[src/rtl/spi_fdc_host_if.sv]
// Host-side request/response bundle for spi_fdc_host.
// Handshake: a request transfers on a cycle with cmd_valid & cmd_ready; rsp_valid is a one-cycle pulse qualified by rsp_err.
interface spi_fdc_host_if;
  logic        cmd_valid;
  logic        cmd_ready;
  logic [2:0]  cmd_op;
  logic [15:0] cmd_addr;
  logic [7:0]  cmd_wdata;
  logic        rsp_valid;
  logic [7:0]  rsp_rdata;
  logic        rsp_err;
  logic [2:0]  dbg_state;

  modport master (
    output cmd_valid, cmd_op, cmd_addr, cmd_wdata,
    input  cmd_ready, rsp_valid, rsp_rdata, rsp_err, dbg_state
  );

  modport slave (
    input  cmd_valid, cmd_op, cmd_addr, cmd_wdata,
    output cmd_ready, rsp_valid, rsp_rdata, rsp_err, dbg_state
  );
endinterface

[src/rtl/spi_fdc_host.sv]
// Clock-divided SPI mode-0 master issuing one ss-framed byte command per request to the
// cartridge SPI bridge, while shadowing the bridge's auto-incrementing address and bus ownership.
module spi_fdc_host #(
    parameter int CLKDIV = 4,
    parameter int GAP    = 8
) (
    input  logic        clock_50,
    input  logic        reset,
    spi_fdc_host_if.slave host,
    output logic [15:0] shadow_addr,
    output logic        bus_owned,
    output logic        sclk,
    output logic        mosi,
    input  logic        miso,
    output logic        ss
);

    localparam int DW = (CLKDIV > 2) ? $clog2(CLKDIV) : 1;
    localparam int GW = $clog2(GAP);
    localparam logic [DW-1:0] DIV_LAST = DW'(CLKDIV - 1);
    localparam logic [GW-1:0] GAP_LAST = GW'(GAP - 1);
    localparam logic [GW-1:0] GAP_PRE  = GW'(GAP - 2);

    localparam logic [2:0] OP_SETADDR = 3'd0;
    localparam logic [2:0] OP_WRITE   = 3'd1;
    localparam logic [2:0] OP_READ    = 3'd2;
    localparam logic [2:0] OP_ACQUIRE = 3'd3;
    localparam logic [2:0] OP_RELEASE = 3'd4;

    typedef enum logic [2:0] {
        ST_IDLE    = 3'd0,
        ST_SETUP   = 3'd1,
        ST_SHIFT   = 3'd2,
        ST_BYTEGAP = 3'd3,
        ST_END     = 3'd4
    } state_e;

    state_e        state_q, state_d;
    logic [DW-1:0] div_q, div_d;
    logic [GW-1:0] gap_q, gap_d;
    logic [2:0]    bit_q, bit_d;
    logic [1:0]    byte_q, byte_d;
    logic [1:0]    last_byte_q, last_byte_d;
    logic [2:0]    op_q, op_d;
    logic [15:0]   addr_q, addr_d;
    logic [7:0]    wdata_q, wdata_d;
    logic [7:0]    rx_q, rx_d;
    logic          sclk_q, sclk_d;
    logic          ss_q, ss_d;
    logic          mosi_q, mosi_d;
    logic          rsp_valid_q, rsp_valid_d;
    logic [7:0]    rsp_rdata_q, rsp_rdata_d;
    logic          rsp_err_q, rsp_err_d;
    logic [15:0]   shadow_q, shadow_d;
    logic          owned_q, owned_d;

    logic [7:0]    cur_byte;
    logic [7:0]    next_byte;
    logic [7:0]    first_byte;

    // Byte idx of the frame for an op; byte 0 is always the opcode (op + 1).
    function automatic logic [7:0] tx_byte(input logic [2:0] op, input logic [15:0] addr,
                                           input logic [7:0] wdata, input logic [1:0] idx);
        logic [7:0] b;
        b = 8'h00;
        if (idx == 2'd0) begin
            b = {5'd0, op + 3'd1};
        end else begin
            case (op)
                OP_SETADDR: b = (idx == 2'd1) ? addr[15:8] : addr[7:0];
                OP_WRITE:   b = wdata;
                default:    b = 8'h00;
            endcase
        end
        return b;
    endfunction

    function automatic logic [1:0] last_idx(input logic [2:0] op);
        logic [1:0] n;
        case (op)
            OP_SETADDR:        n = 2'd2;
            OP_WRITE, OP_READ: n = 2'd1;
            default:           n = 2'd0;
        endcase
        return n;
    endfunction

    assign cur_byte   = tx_byte(op_q, addr_q, wdata_q, byte_q);
    assign next_byte  = tx_byte(op_q, addr_q, wdata_q, byte_q + 2'd1);
    assign first_byte = tx_byte(host.cmd_op, host.cmd_addr, host.cmd_wdata, 2'd0);

    always_comb begin
        state_d     = state_q;
        div_d       = div_q;
        gap_d       = gap_q;
        bit_d       = bit_q;
        byte_d      = byte_q;
        last_byte_d = last_byte_q;
        op_d        = op_q;
        addr_d      = addr_q;
        wdata_d     = wdata_q;
        rx_d        = rx_q;
        sclk_d      = sclk_q;
        ss_d        = ss_q;
        mosi_d      = mosi_q;
        rsp_valid_d = 1'b0;
        rsp_rdata_d = rsp_rdata_q;
        rsp_err_d   = rsp_err_q;
        shadow_d    = shadow_q;
        owned_d     = owned_q;

        case (state_q)
            ST_IDLE: begin
                if (host.cmd_valid) begin
                    op_d    = host.cmd_op;
                    addr_d  = host.cmd_addr;
                    wdata_d = host.cmd_wdata;
                    if (host.cmd_op <= OP_RELEASE) begin
                        state_d     = ST_SETUP;
                        ss_d        = 1'b0;
                        mosi_d      = first_byte[7];
                        div_d       = '0;
                        bit_d       = 3'd7;
                        byte_d      = 2'd0;
                        last_byte_d = last_idx(host.cmd_op);
                        rx_d        = 8'h00;
                    end else begin
                        // Invalid op: single END cycle carrying the error response.
                        state_d     = ST_END;
                        gap_d       = GAP_LAST;
                        rsp_valid_d = 1'b1;
                        rsp_err_d   = 1'b1;
                        rsp_rdata_d = 8'h00;
                    end
                end
            end

            ST_SETUP: begin
                if (div_q == DIV_LAST) begin
                    div_d   = '0;
                    state_d = ST_SHIFT;
                end else begin
                    div_d = div_q + 1'b1;
                end
            end

            ST_SHIFT: begin
                // Slave drives miso on the falling edge; take it once sclk is seen high.
                if (sclk_q && div_q == '0) begin
                    rx_d = {rx_q[6:0], miso};
                end
                if (div_q == DIV_LAST) begin
                    div_d  = '0;
                    sclk_d = ~sclk_q;
                    if (sclk_q) begin
                        if (bit_q == 3'd0) begin
                            state_d = ST_BYTEGAP;
                            gap_d   = '0;
                        end else begin
                            bit_d  = bit_q - 3'd1;
                            mosi_d = cur_byte[bit_q - 3'd1];
                        end
                    end
                end else begin
                    div_d = div_q + 1'b1;
                end
            end

            ST_BYTEGAP: begin
                if (gap_q == GAP_LAST) begin
                    if (byte_q != last_byte_q) begin
                        state_d = ST_SHIFT;
                        byte_d  = byte_q + 2'd1;
                        bit_d   = 3'd7;
                        div_d   = '0;
                        mosi_d  = next_byte[7];
                    end else begin
                        state_d = ST_END;
                        gap_d   = '0;
                        ss_d    = 1'b1;
                        mosi_d  = 1'b0;
                    end
                end else begin
                    gap_d = gap_q + 1'b1;
                end
            end

            ST_END: begin
                if (gap_q == GAP_LAST) begin
                    state_d = ST_IDLE;
                end else begin
                    gap_d = gap_q + 1'b1;
                    // Response and shadow updates become visible together in the last END cycle.
                    if (gap_q == GAP_PRE) begin
                        rsp_valid_d = 1'b1;
                        rsp_err_d   = 1'b0;
                        rsp_rdata_d = (op_q == OP_READ) ? rx_q : 8'h00;
                        case (op_q)
                            OP_SETADDR:        shadow_d = addr_q;
                            OP_WRITE, OP_READ: shadow_d = shadow_q + 16'd1;
                            OP_ACQUIRE:        owned_d  = 1'b1;
                            OP_RELEASE:        owned_d  = 1'b0;
                            default:           shadow_d = shadow_q;
                        endcase
                    end
                end
            end

            default: state_d = ST_IDLE;
        endcase
    end

    always_ff @(posedge clock_50) begin
        if (reset) begin
            state_q     <= ST_IDLE;
            div_q       <= '0;
            gap_q       <= '0;
            bit_q       <= 3'd7;
            byte_q      <= 2'd0;
            last_byte_q <= 2'd0;
            op_q        <= 3'd0;
            addr_q      <= 16'h0000;
            wdata_q     <= 8'h00;
            rx_q        <= 8'h00;
            sclk_q      <= 1'b0;
            ss_q        <= 1'b1;
            mosi_q      <= 1'b0;
            rsp_valid_q <= 1'b0;
            rsp_rdata_q <= 8'h00;
            rsp_err_q   <= 1'b0;
            shadow_q    <= 16'h0000;
            owned_q     <= 1'b0;
        end else begin
            state_q     <= state_d;
            div_q       <= div_d;
            gap_q       <= gap_d;
            bit_q       <= bit_d;
            byte_q      <= byte_d;
            last_byte_q <= last_byte_d;
            op_q        <= op_d;
            addr_q      <= addr_d;
            wdata_q     <= wdata_d;
            rx_q        <= rx_d;
            sclk_q      <= sclk_d;
            ss_q        <= ss_d;
            mosi_q      <= mosi_d;
            rsp_valid_q <= rsp_valid_d;
            rsp_rdata_q <= rsp_rdata_d;
            rsp_err_q   <= rsp_err_d;
            shadow_q    <= shadow_d;
            owned_q     <= owned_d;
        end
    end

    assign host.cmd_ready = (state_q == ST_IDLE);
    assign host.rsp_valid = rsp_valid_q;
    assign host.rsp_rdata = rsp_rdata_q;
    assign host.rsp_err   = rsp_err_q;
    assign host.dbg_state = state_q;
    assign shadow_addr    = shadow_q;
    assign bus_owned      = owned_q;
    assign sclk           = sclk_q;
    assign ss             = ss_q;
    assign mosi           = mosi_q;

endmodule

[src/flat_wrapper.sv]
// flat-port wrapper written by rule: the top's interface ports become plain ports
module spi_fdc_host_flat 
#(
    parameter int CLKDIV = 4,
    parameter int GAP    = 8
)
  (clock_50, reset, shadow_addr, bus_owned, sclk, mosi, miso, ss, host_cmd_valid, host_cmd_op, host_cmd_addr, host_cmd_wdata, host_cmd_ready, host_rsp_valid, host_rsp_rdata, host_rsp_err, host_dbg_state);
  spi_fdc_host_if host_i ();
  input  logic clock_50;
  input  logic reset;
  output logic [15:0] shadow_addr;
  output logic bus_owned;
  output logic sclk;
  output logic mosi;
  input  logic miso;
  output logic ss;
  input wire logic [$bits(host_i.cmd_valid)-1:0] host_cmd_valid;
  input wire logic [$bits(host_i.cmd_op)-1:0] host_cmd_op;
  input wire logic [$bits(host_i.cmd_addr)-1:0] host_cmd_addr;
  input wire logic [$bits(host_i.cmd_wdata)-1:0] host_cmd_wdata;
  output wire logic [$bits(host_i.cmd_ready)-1:0] host_cmd_ready;
  output wire logic [$bits(host_i.rsp_valid)-1:0] host_rsp_valid;
  output wire logic [$bits(host_i.rsp_rdata)-1:0] host_rsp_rdata;
  output wire logic [$bits(host_i.rsp_err)-1:0] host_rsp_err;
  output wire logic [$bits(host_i.dbg_state)-1:0] host_dbg_state;
  assign host_i.cmd_valid = host_cmd_valid;
  assign host_i.cmd_op = host_cmd_op;
  assign host_i.cmd_addr = host_cmd_addr;
  assign host_i.cmd_wdata = host_cmd_wdata;
  assign host_cmd_ready = host_i.cmd_ready;
  assign host_rsp_valid = host_i.rsp_valid;
  assign host_rsp_rdata = host_i.rsp_rdata;
  assign host_rsp_err = host_i.rsp_err;
  assign host_dbg_state = host_i.dbg_state;
  spi_fdc_host #(.CLKDIV(CLKDIV), .GAP(GAP)) u_core (.clock_50(clock_50), .reset(reset), .host(host_i), .shadow_addr(shadow_addr), .bus_owned(bus_owned), .sclk(sclk), .mosi(mosi), .miso(miso), .ss(ss));
endmodule
[config.mk]
export PLATFORM = sky130hd
export DESIGN_NAME = spi_fdc_host_flat
export DESIGN_NICKNAME = d
export VERILOG_FILES = /design/src/rtl/spi_fdc_host_if.sv /design/src/rtl/spi_fdc_host.sv /design/src/flat_wrapper.sv
export SDC_FILE = /design/constraint.sdc
export NUM_CORES = 1
export LEC_CHECK = 0
export BUFFER_PORTS_ARGS = -buffer_cell sky130_fd_sc_hd__buf_2
export CAP_MARGIN = 20
export CORE_ASPECT_RATIO = 0.6
export CORE_UTILIZATION = 55
export CTS_CLUSTER_DIAMETER = 80
export DETAILED_ROUTE_END_ITERATION = 8
export GPL_ROUTABILITY_DRIVEN = 0
export MAX_ROUTING_LAYER = met4
export PLACE_DENSITY = 0.78
export SYNTH_ARGS = -nofsm -noshare
export SYNTH_HDL_FRONTEND = slang
export SYNTH_SLANG_ARGS = --single-unit
[constraint.sdc]
create_clock -name clock_50 -period 3.7 [get_ports clock_50]
set_input_delay 0.185 -clock clock_50 [delete_from_list [all_inputs] [get_ports clock_50]]
set_output_delay 0.185 -clock clock_50 [all_outputs]
set_load 0.01 [all_outputs]
After elaboration in Yosys (flattened, before gate mapping):

Index checks and enable logic that the tools add are counted.

* bits in registers: 80
* input bits: 31
* output and inout bits: 34
* logic and storage cells: 171

* add/sub/neg operators: 6
* magnitude comparators: 2
* equality and inequality tests: 32
* muxes and demuxes: 78
* bitwise operators: 2
* reduce and logical (&&, ||, !) cells: 33

Operator list (count)
* 8-bit two-way mux: 12
* 3-bit two-way mux: 24
* 8-bit one-hot mux with 2 select lines: 4
* 16-bit one-hot mux with 2 select lines: 1
* 2-bit by 1-bit != test with 1-bit output (second input constant): 10
* 5-bit AND reduction: 4
* 1-bit two-way mux: 18
* 16-bit by 1-bit adder with 16-bit output (second input constant): 1
* 8-bit AND reduction: 2
* 3-bit by 2-bit equality test with 1-bit output (second input constant): 5
* 3-bit one-hot mux with 5 select lines: 1
* 2-bit two-way mux: 7
* 7-bit AND reduction: 2
* 3-bit equality test (second input constant): 4
* 3-bit zero test: 4
* 3-bit one-hot mux with 4 select lines: 1
* 4-bit AND reduction: 3
* 2-bit != test (second input constant): 5
* 2-bit nonzero test: 5
* 3-bit by 1-bit equality test with 1-bit output (second input constant): 3
* 3-bit one-hot mux with 3 select lines: 1
* 1-bit one-hot mux with 2 select lines: 4
* 2-bit one-hot mux with 2 select lines: 2
* 3-bit by 1-bit adder with 3-bit output (second input constant): 2
* 19 further kinds: 28

Longest topological paths before layout:

* depth after elaboration: 10
* gate-level depth with buffers: 9
* gate-level depth less buffers: 7

Worst setup path after synthesis:

No wires, ideal clock.

* path type: register to register
* from: register u_core.bit_q[0]
* to: register u_core.mosi_q (netlist: u_core.mosi)
* library setup time: 0.131 ns
* arrival time: 1.896 ns
* required time: 3.569 ns
* slack: 1.674 ns
* cell stages (with the launch flop): 10
* buffers on the path: 2
* period minus slack after synthesis: 2.026 ns
* path through: dfxtp_1 -> buf_2 -> inv_1 -> ha_1 -> buf_1 -> mux4_2 -> a32oi_1 -> nand3_1 -> a41oi_1 -> o22ai_1

* longest elaborated chain between the ends: 7
* elaborated cells on any way between the ends: 10
* those cells by class: 1 x add/sub; 1 x eq/ne; 6 x mux; 2 x reduce/logical

Ends and longest elaborated chain
* start, declared: RTL line spi_fdc_host.sv:41 `logic [2:0] bit_q, bit_d;`
* start signal, assigned: RTL line spi_fdc_host.sv:237 `bit_q <= bit_d;`
* 3-bit by 1-bit subtractor with 3-bit output: RTL line spi_fdc_host.sv:161 `mosi_d = cur_byte[bit_q - 3'd1];`
* 1-bit binary-select mux with 3-bit select: RTL line spi_fdc_host.sv:161
* 1-bit two-way mux (not written as such): RTL line spi_fdc_host.sv:161
* 1-bit two-way mux: RTL line spi_fdc_host.sv:156 `if (bit_q == 3'd0) begin`
* 1-bit two-way mux: RTL line spi_fdc_host.sv:155 `if (sclk_q) begin`
* 1-bit two-way mux: RTL line spi_fdc_host.sv:152 `if (div_q == DIV_LAST) begin`
* 1-bit one-hot mux with 3 select lines: RTL line spi_fdc_host.sv:112 `case (state_q)`
* end signal, assigned: RTL line spi_fdc_host.sv:246 `mosi_q <= mosi_d;`
* end, declared: RTL line spi_fdc_host.sv:50 `logic mosi_q, mosi_d;`

Several ways; a longest one is shown, not always the timed one. The select of a mux whose other input is x is not followed.
A chain may end at the register's enable or synchronous reset.

Final worst setup path:

* from: register u_core.state_q[0] (netlist: u_core.host.dbg_state[0])
* to: register u_core.rx_q[4]

* longest elaborated chain between the ends: 3
* elaborated cells on any way between the ends: 8
* those cells by class: 4 x eq/ne; 1 x mux; 3 x reduce/logical

Ends and longest elaborated chain
* start, declared: RTL line spi_fdc_host.sv:38 `state_e state_q, state_d;`
* start signal, assigned: RTL line spi_fdc_host.sv:234 `state_q <= state_d;`
* 3-bit by 2-bit equality test with 1-bit output or 3-bit zero test (tied branches): RTL line spi_fdc_host.sv:112
* 2-bit by 1-bit != test with 1-bit output (no line), or another cell as far along
* 4-bit AND reduction (no line)
* end signal, assigned: RTL line spi_fdc_host.sv:243 `rx_q <= rx_d;`
* end, declared: RTL line spi_fdc_host.sv:47 `logic [7:0] rx_q, rx_d;`

Several ways; a longest one is shown, not always the timed one.

==> impl_metrics.env <==
export IMPL_root_buffer="clkbuf_16"
export IMPL_tns_ps=0
export IMPL_slew_violations=0
export IMPL_startpoint="u_core.host.dbg_state[0]$_SDFFE_PP0P_"
export IMPL_worstPathMaxFanout=30
export IMPL_multi_input_comb_area_um2=2449
export IMPL_critPathKind="register to register"
export IMPL_diodes=0
export IMPL_required_ps=3960
export IMPL_max_clock_freq_ghz=0.4097
export IMPL_setup_viol=0
export IMPL_swShare_pct=38.09
export IMPL_synth_edf_count=0
export IMPL_final_layout_size_suffix_gt1_share_pct=18.83
export IMPL_drt_first_pass_iters=5
export IMPL_core_area_um2=7387
export IMPL_ys_ff_latch=80
export IMPL_synthCells=528
export IMPL_power_switching_uw=1173
export IMPL_start_kind="register"
export IMPL_grt_start_max_net_pins=46
export IMPL_post_synth_top_count_cell="nand2_1"
export IMPL_portBuffers=64
export IMPL_hold_viol_final=0
export IMPL_seqPwrFrac_pct=37.4
export IMPL_drc=0
export IMPL_cts_tree="built"
export IMPL_p_clk_share_pct=29.6
export IMPL_drtIter0Drc=451
export IMPL_p_int_uw=1907
export IMPL_dp_hpwl_um=7871
export IMPL_area_growth_pct=14.91
export IMPL_worst_pin_slew_ps=808.8
export IMPL_skew_ps=6.813
export IMPL_synthDistinctLibCells=66
export IMPL_wire_per_inst_um=16.85
export IMPL_fp_row_count=24
export IMPL_initial_core_util_pct=57.83
export IMPL_min_from="host_cmd_wdata[7]"
export IMPL_async_flop_share_pct=0
export IMPL_insertion_delay_ps=350
export IMPL_postCtsHoldBufs=0
export IMPL_pre_cts_ws_ps=1348
export IMPL_vias=4143
export IMPL_grt_pass1_wl_um=18420
export IMPL_critPathBufInv=0
export IMPL_cts_buffer_depth=2
export IMPL_synth_top_cells_by_count="nand2_1, dfxtp_1, a21oi_1, nor2_1, o21ai_0"
export IMPL_fin_crit_ps=2441
export IMPL_netlist_area_um2=4272
export IMPL_cp_data_arrival_time_ps=2700
export IMPL_ant_nets=0
export IMPL_drv_cap=0
export IMPL_synth_top_area_cell="dfxtp_1"
export IMPL_drt_total_wl_um=11510
export IMPL_synth_area_top_cells="dfxtp_1, a21oi_1, nand2_1"
export IMPL_rsz0062_at_grt="false"
export IMPL_synth_ff_type="dfxtp_1"
export IMPL_grt_pass1_vias=3648
export IMPL_peakVddDrop_mv=0.3435
export IMPL_critPathSlowestCell="dfxtp_1"
export IMPL_power_leakage_uw=0.001898
export IMPL_cpPeakStageDelay_ps=840
export IMPL_die_h_um=70.27
export IMPL_post_cts_resized=0
export IMPL_cp_top_family="flip-flops"
export IMPL_max_slew_margin_rel_pct=46.01
export IMPL_ys_seq_area_share_pct=37.49
export IMPL_powerDensity_nw_per_um2=627.4
export IMPL_synth_nets=575
export IMPL_post_route_util_pct=66.45
export IMPL_cts_setup_buffers=0
export IMPL_cts_buffers=9
export IMPL_nFillCells=658
export IMPL_syn_area_per_cell_um2=8.090
export IMPL_setup_slack_ps=1259
export IMPL_path_clk_slew_ps=60
export IMPL_reg2reg_from="u_core.host.dbg_state[0]$_SDFFE_PP0P_"
export IMPL_finalCritPeriodShare_pct=65.96
export IMPL_endpoint_kind="register"
export IMPL_yosys_warnings=0
export IMPL_p_comb_share_pct=33.0
export IMPL_nets=621
export IMPL_antenna_found_initial=0
export IMPL_die_area_um2=8135
export IMPL_routed_via_density=6.066
export IMPL_crit_chain="or4b_4 -> nor2_2 -> a31oi_1 -> nand2_1 -> a21oi_1"
export IMPL_hold_class="input port to register"
export IMPL_grt_usage_pct=30.77
export IMPL_grt_overflow=0
export IMPL_cts_max_level=3
export IMPL_seq_area_um2=1602
export IMPL_clock_sinks=80
export IMPL_die_x_um=115.8
export IMPL_io_pins=65
export IMPL_outcome="completed"
export IMPL_synth_top_cell_area_share_pct=37.49
kinds of logic after synthesis:
family / after synthesis / synth area share [%]
buf+inv: 50 / 5.184
mux: 11 / 3.925
simple gates: 203 / 23.81
compound gates: 162 / 23.67
flops: 80 / 37.49
fa+ha+maj: 16 / 4.687
xor+xnor: 6 / 1.230
cell type report:
cell class,count,area share [%]
clock buffer,11,4.945
inverter,15,1.147
tap,104,2.651
multi-input combinational,398,49.89
sequential,80,32.63
timing repair buffer,70,7.443
clock inverter,5,1.300
worst reg2reg max path, delay by kind of cell (launching register included):
family	cells	cell delay [ps]
and+or+nand+nor	3	790
DFF	1	840
AOI/OAI and AO/OA	2	720
flip-flops by register name, indices dropped and copies added (netlist names), 2 cells and up:
signal	cells
u_core.addr_q	16
u_core.byte_q	2
u_core.host.rsp_rdata	8
u_core.rx_q	8
u_core.op_q	3
u_core.wdata_q	8
u_core.host.dbg_state	3
u_core.div_q	2
u_core.bit_q	3
u_core.shadow_addr	16
u_core.last_byte_q	2
u_core.gap_q	3
final timing paths:
path	to	slack [ps]	cells after the start
max	u_core.rx_q[4]$_SDFFE_PP0P_	1260	5
min	u_core.wdata_q[7]$_SDFFE_PP0P_	80	3
max reg2reg	u_core.rx_q[4]$_SDFFE_PP0P_	1260	5
min reg2reg	u_core.wdata_q[1]$_SDFFE_PP0P_	450	2
cell usage in the layout, fill, tap and decap left out, drive strengths merged, types with 5 or more instances in the layout:
cell / netlist / routed
a31oi: 5 / 5
o21a: 5 / 5
buf: 20 / 70
or3: 6 / 6
nand2: 84 / 84
ha: 16 / 16
nand3b: 7 / 7
nor3: 12 / 12
a22oi: 11 / 11
o31ai: 5 / 5
a211oi: 8 / 8
nor4: 5 / 5
o22ai: 6 / 6
dfxtp: 80 / 80
a21oi: 70 / 70
inv: 15 / 17
clkbuf: 15 / 11
o21ai: 32 / 32
mux2: 6 / 6
nand3: 16 / 16
nor2b: 5 / 5
nor2: 35 / 35
routing by layer:
metal	vias to the layer above	track usage [%]	wire length, um
met3	19	8.507	1089
met1	1944	45.30	5492
met5	-	-	0
li1	1984	-	-
met2	196	41.40	4809
met4	0	6.553	115
power groups by stage:
stage	clock (uW)	combinational, uW	sequential, uW
final	912	1020	1150
after global routing	968	1120	1160
after CTS	922	1000	1140
after detailed placement	0	988	1160
after global placement	0	960	1150
after floorplan	0	831	1060
metrics by stage:
step	total power [uW]	instance area [um^2]	hold WS, ps	instances
5_1_grt	3257	4908	75.69	683
3_3_place_gp	2110	4602	427.6	667
6_report	3080	4908	77.29	683
4_1_cts	3065	4908	74.74	683
2_1_floorplan	1894	4272	321.0	528
3_5_place_dp	2146	4602	436.2	667
Note: power is estimated with default switching activity, not from simulation.
